===== config.mk =====
export PLATFORM = sky130hd
export DESIGN_NAME = div_radix2_flat
export DESIGN_NICKNAME = d
export VERILOG_FILES = /design/src/rtl/div_radix2_if.sv /design/src/rtl/div_radix2.sv /design/src/flat_wrapper.sv
export SDC_FILE = /design/constraint.sdc
export NUM_CORES = 1
export LEC_CHECK = 0
export BUFFER_PORTS_ARGS = -buffer_cell sky130_fd_sc_hd__buf_2
export CORE_UTILIZATION = 65
export CTS_BUF_LIST = sky130_fd_sc_hd__clkbuf_8
export DETAILED_ROUTE_END_ITERATION = 16
export PLACE_DENSITY = 0.87
export SLEW_MARGIN = 0
export SYNTH_ARGS = -nofsm -noshare
export SYNTH_HDL_FRONTEND = slang
export SYNTH_SLANG_ARGS = --single-unit

===== constraint.sdc =====
create_clock -name clk -period 21 [get_ports clk]
set_input_delay 4.2 -clock clk [delete_from_list [all_inputs] [get_ports clk]]
set_output_delay 4.2 -clock clk [all_outputs]
set_load 0.01 [all_outputs]

===== src/rtl/div_radix2_if.sv =====
// Divide-stall handshake between the hazard/E-stage side and the radix-2 divider.
interface div_radix2_if #(
  parameter int unsigned WIDTH = 32
);
  logic                 start;
  logic                 signed_div;
  logic [WIDTH-1:0]     opdata1;
  logic [WIDTH-1:0]     opdata2;
  logic                 annul;
  logic                 accept;
  logic [2*WIDTH-1:0]   result;
  logic                 ready;

  modport master (
    output start, signed_div, opdata1, opdata2, annul, accept,
    input  result, ready
  );

  modport slave (
    input  start, signed_div, opdata1, opdata2, annul, accept,
    output result, ready
  );
endinterface


===== src/rtl/div_radix2.sv =====
// Multi-cycle radix-2 restoring divider, one quotient bit per cycle.
// Result is {remainder, quotient}, held in DONE until the E stage advances.
module div_radix2 #(
  parameter int unsigned WIDTH = 32
) (
  input logic         clk,
  input logic         rst,
  div_radix2_if.slave bus
);
  localparam int unsigned CW = $clog2(WIDTH);
  localparam logic [CW-1:0] LastCnt = CW'(WIDTH - 1);

  typedef enum logic [1:0] {StIdle, StDivZero, StDivOn, StDone} state_e;

  state_e             r_state;
  logic [CW-1:0]      r_cnt;
  logic [WIDTH-1:0]   r_dvd;
  logic [WIDTH-1:0]   r_dsr;
  logic [WIDTH-2:0]   r_rem;
  logic [WIDTH-2:0]   r_quot;
  logic               r_neg_q;
  logic               r_neg_r;
  logic [2*WIDTH-1:0] r_result;
  logic               r_ready;

  logic [WIDTH-1:0]   w_abs1;
  logic [WIDTH-1:0]   w_abs2;
  logic [WIDTH-1:0]   w_shift;
  logic [WIDTH:0]     w_diff;
  logic               w_qbit;
  logic [WIDTH-1:0]   w_rem_nxt;
  logic [WIDTH-1:0]   w_quot_nxt;
  logic [WIDTH-1:0]   w_rem_fix;
  logic [WIDTH-1:0]   w_quot_fix;

  always_comb begin
    w_abs1 = (bus.signed_div && bus.opdata1[WIDTH-1]) ? -bus.opdata1 : bus.opdata1;
    w_abs2 = (bus.signed_div && bus.opdata2[WIDTH-1]) ? -bus.opdata2 : bus.opdata2;
    // The partial remainder never reaches the top bit before a shift, so W bits suffice.
    w_shift    = {r_rem, r_dvd[WIDTH-1]};
    w_diff     = {1'b0, w_shift} - {1'b0, r_dsr};
    w_qbit     = ~w_diff[WIDTH];
    w_rem_nxt  = w_qbit ? w_diff[WIDTH-1:0] : w_shift;
    w_quot_nxt = {r_quot, w_qbit};
    w_rem_fix  = r_neg_r ? -w_rem_nxt : w_rem_nxt;
    w_quot_fix = r_neg_q ? -w_quot_nxt : w_quot_nxt;
  end

  always_ff @(posedge clk or posedge rst) begin
    if (rst) begin
      r_state  <= StIdle;
      r_cnt    <= '0;
      r_dvd    <= '0;
      r_dsr    <= '0;
      r_rem    <= '0;
      r_quot   <= '0;
      r_neg_q  <= 1'b0;
      r_neg_r  <= 1'b0;
      r_result <= '0;
      r_ready  <= 1'b0;
    end else if (bus.annul) begin
      r_state <= StIdle;
      r_ready <= 1'b0;
    end else begin
      unique case (r_state)
        StIdle: begin
          if (bus.start) begin
            r_dvd   <= w_abs1;
            r_dsr   <= w_abs2;
            r_rem   <= '0;
            r_quot  <= '0;
            r_cnt   <= '0;
            r_neg_q <= bus.signed_div & (bus.opdata1[WIDTH-1] ^ bus.opdata2[WIDTH-1]);
            r_neg_r <= bus.signed_div & bus.opdata1[WIDTH-1];
            r_state <= (bus.opdata2 == '0) ? StDivZero : StDivOn;
          end
        end
        StDivZero: begin
          if (!bus.start) begin
            r_state <= StIdle;
          end else begin
            r_result <= '0;
            r_ready  <= 1'b1;
            r_state  <= StDone;
          end
        end
        StDivOn: begin
          if (!bus.start) begin
            r_state <= StIdle;
          end else begin
            r_rem  <= w_rem_nxt[WIDTH-2:0];
            r_quot <= w_quot_nxt[WIDTH-2:0];
            r_dvd  <= r_dvd << 1;
            r_cnt  <= r_cnt + 1'b1;
            if (r_cnt == LastCnt) begin
              r_result <= {w_rem_fix, w_quot_fix};
              r_ready  <= 1'b1;
              r_state  <= StDone;
            end
          end
        end
        StDone: begin
          if (bus.accept) begin
            r_ready <= 1'b0;
            r_state <= StIdle;
          end
        end
        default: r_state <= StIdle;
      endcase
    end
  end

  assign bus.result = r_result;
  assign bus.ready  = r_ready;
endmodule


===== src/flat_wrapper.sv =====
// flat-port wrapper written by rule: the top's interface ports become plain ports
module div_radix2_flat 
#(
  parameter int unsigned WIDTH = 32
)
  (clk, rst, bus_start, bus_signed_div, bus_opdata1, bus_opdata2, bus_annul, bus_accept, bus_result, bus_ready);
  div_radix2_if #(.WIDTH(WIDTH)) bus_i ();
  input logic clk;
  input logic rst;
  input wire logic [$bits(bus_i.start)-1:0] bus_start;
  input wire logic [$bits(bus_i.signed_div)-1:0] bus_signed_div;
  input wire logic [$bits(bus_i.opdata1)-1:0] bus_opdata1;
  input wire logic [$bits(bus_i.opdata2)-1:0] bus_opdata2;
  input wire logic [$bits(bus_i.annul)-1:0] bus_annul;
  input wire logic [$bits(bus_i.accept)-1:0] bus_accept;
  output wire logic [$bits(bus_i.result)-1:0] bus_result;
  output wire logic [$bits(bus_i.ready)-1:0] bus_ready;
  assign bus_i.start = bus_start;
  assign bus_i.signed_div = bus_signed_div;
  assign bus_i.opdata1 = bus_opdata1;
  assign bus_i.opdata2 = bus_opdata2;
  assign bus_i.annul = bus_annul;
  assign bus_i.accept = bus_accept;
  assign bus_result = bus_i.result;
  assign bus_ready = bus_i.ready;
  div_radix2 #(.WIDTH(WIDTH)) u_core (.clk(clk), .rst(rst), .bus(bus_i));
endmodule

==> impl_metrics.yaml <==
die:
  die_area_sq_mm: 0.0204
  ios: 135
  placementRows: 51
  die_h_um: 143
  die_width_um: 143
  fp.coreArea_sq_mm: 0.0195
  start_util: 0.662
worst_hold_path:
  hold_path_class: "reg -> reg"
  min_to: "u_core.bus.result[9]$_DFFE_PP0P_"
  hold_depth: 2
  min-delay-start: "u_core.bus.result[9]$_DFFE_PP0P_"
critical_path:
  path_class: "in -> reg"
  endpoint_kind: "flop"
  r2r-end: "u_core.bus.result[60]$_DFFE_PP0P_"
  worstPathArrival_ns: 7.35
  r2r_setup_slack_ns: 15.03
  start_kind: "input pin"
  rr_startpoint: "u_core.r_dvd[31]$_DFFE_PP0P_"
  rr_worst_depth: 21
  path_max_fanout: 4
  required_ns: 21.37
global_routing:
  grt_max_degree: 128
  grt_overflow: 0
  grt_antenna_before_repair: 0
  grt_use_total: 0.327
  grt_pass1_wl_um: 52700
  grt_pass1_vias: 10400
clock_network:
  clockBufferDepth: 2
  numCtsBuffers: 17
  cts_resized: 0
  cts-root-buf: "clkbuf_8"
  htree_levels: 4
  path_clk_slew_ns: 0.12
  post_cts_buffers: 0
  hold_buffers: 0
  clk_latency_ns: 0.51
  cts.sinks: 200
  cts_tree: "done"
sta:
  setup_viol: 0
  worst_hold_slack_ns: 0.486
  timing.final.crit_share: 0.332
  rsz0062_at_grt: "no"
  slew_violations: 0
  max_slew_margin: 0.296
  final_hold_viol_count: 0
  period_minus_slack_ns: 6.98
  worst_pin_slew_ns: 1.05
  setup_tns_ns: 0
  fin_skew_ns: 0.0237
  max_freq_ghz: 0.143
route:
  top_layer: "met4"
  drc_errors: 0
  dr_total_vias: 11800
  dr_wl_met3_um: 2550
  wl_per_cell_um: 17.1
  antenna_left: 0
  drt_iter0_drc: 984
  first_pass_iters: 5
  via_per_inst: 6.25
  wl_um: 32200
  wl_met1_um: 14800
  wl_met2_um: 14500
power:
  power.density_mw_per_mm2: 112
  switching_share: 0.466
  clkPwrFrac: 0.172
  peakVddDrop_mv: 0.0941
  intPower_mw: 0.842
  finalPower_mw: 1.58
  p_seq_frac: 0.348
  power_switching_mw: 0.736
  combPwrFrac: 0.480
  leakage_nw: 6.53
finish:
  area_growth_pct: 9.60
  mostFrequentLayoutCell: "nand2_1"
  mostFrequentLayoutCells: "nand2_1, dfrtp_1, o21ai_0, buf_2, a21oi_1"
  diodes: 0
  drive_gt1_frac: 0.123
  nets: 1721
  layout.filler_cells: 1503
  finalNonFillerCells: 1886
logic_synthesis:
  synth_seq_cells: 200
  syn_nets: 1637
  synth_ff_type: "dfrtp_1"
  synth_edf_count: 0
  netlist_area_sq_mm: 0.0129
  syn_avg_cell_area_sq_um: 8.46
  async_reset_ff_frac: 1.00
  synth-seq-area-share: 0.388
  yosysWarnings: 0
  synth_cell_type_count: 77
  syn_inst: 1524
job:
  drv_cap: 0
placed_design:
  port-buffer-count: 134
  dp_hpwl_um: 23300
  dp_cells: 1854
  gp_congestion: 0.981
outcome:
  status: "complete, no violations"
## through the flow
step	area, sq um	util	setup slack [ns]
final	14100	0.726	14.02
after detailed placement	13700	0.703	13.51
after global routing	14100	0.726	13.91
after floorplan	12900	-	11.35
after CTS	14100	0.726	14.03
after global placement	13700	0.703	13.59
## routing by layer
metal / global-route usage / vias up
li1: - / 5630
met2: 0.497 / 502
met3: 0.0533 / 37
met4: 0.0781 / 0
met5: 0 / -
met1: 0.488 / 5627
## cells in the mapped netlist (20+ instances only)
cell type	number	area, sq um
ha_1	42	526
nor3_1	26	130
nor2_1	94	353
dfrtp_1	200	5000
nand2_1	233	875
mux2i_1	20	200
o21ai_0	195	976
a22o_1	44	385
xnor2_1	53	464
nand3_1	22	110
xor2_1	81	709
o31ai_1	28	210
inv_1	50	188
a21oi_1	97	485
clkbuf_1	60	225
## worst max-delay path by stage
stage          cells after the start            start                            to
2_1_floorplan                      1              rst  u_core.bus.ready$_DFFE_PP0P_
3_3_place_gp                      12  bus_opdata1[10]  u_core.r_dvd[27]$_DFFE_PP0P_
3_5_place_dp                      12  bus_opdata1[10]  u_core.r_dvd[27]$_DFFE_PP0P_
4_1_cts                           12  bus_opdata1[10]  u_core.r_dvd[27]$_DFFE_PP0P_
5_1_grt                           12  bus_opdata1[10]  u_core.r_dvd[27]$_DFFE_PP0P_
6_report                          12  bus_opdata1[10]  u_core.r_dvd[27]$_DFFE_PP0P_
## power by group through the flow
stage               logic [mW]  clock network [mW]  registers [mW]
floorplan                0.550                   0           0.542
global placement         0.722                   0           0.547
detailed placement       0.739                   0           0.555
CTS                      0.746               0.273           0.546
global route             0.843               0.288           0.560
finish                   0.757               0.271           0.549
## flip-flops by register name, summed over array words and instances (netlist names), 2 cells and up
| signal | count |
|---|---|
| u_core.bus.result | 64 |
| u_core.r_dsr | 32 |
| u_core.r_dvd | 32 |
| u_core.r_quot | 31 |
| u_core.r_rem | 31 |
| u_core.r_cnt | 5 |
| u_core.r_state | 2 |
## kinds of logic (layout without fill, tap and decap cells)
group / Yosys count / after routing / synth area share
AO/OA/AOI/OAI: 501 / 501 / 0.245
XOR/XNOR: 134 / 134 / 0.0911
adder cells (fa/ha/maj): 43 / 43 / 0.0423
buffers and inverters: 130 / 227 / 0.0390
flip-flops: 200 / 200 / 0.388
multiplexers: 21 / 21 / 0.0164
AND/OR/NAND/NOR: 495 / 495 / 0.177
## cell type report
cell class                 count  area (sq um)  share of cell area
clock buffer                  17           234              0.0166
clock inverter                15           218              0.0154
inverter                      52           203              0.0144
multi-input combinational   1194          7400               0.524
sequential                   200          5000               0.354
tap                          265           332              0.0235
timing repair buffer         143           738              0.0523
## critical path, cell delays in order
cell and delay, ns:
buf_2 0.11, or4_1 0.58, or3_4 0.38, or4_4 0.44, or4_1 0.47, or3_1 0.42, nand2b_1 0.22, nand2_1 0.11
xor2_1 0.16, nor2_1 0.05, a21oi_1 0.13, o21ai_1 0.07
Power figures use the tool's default switching activity.
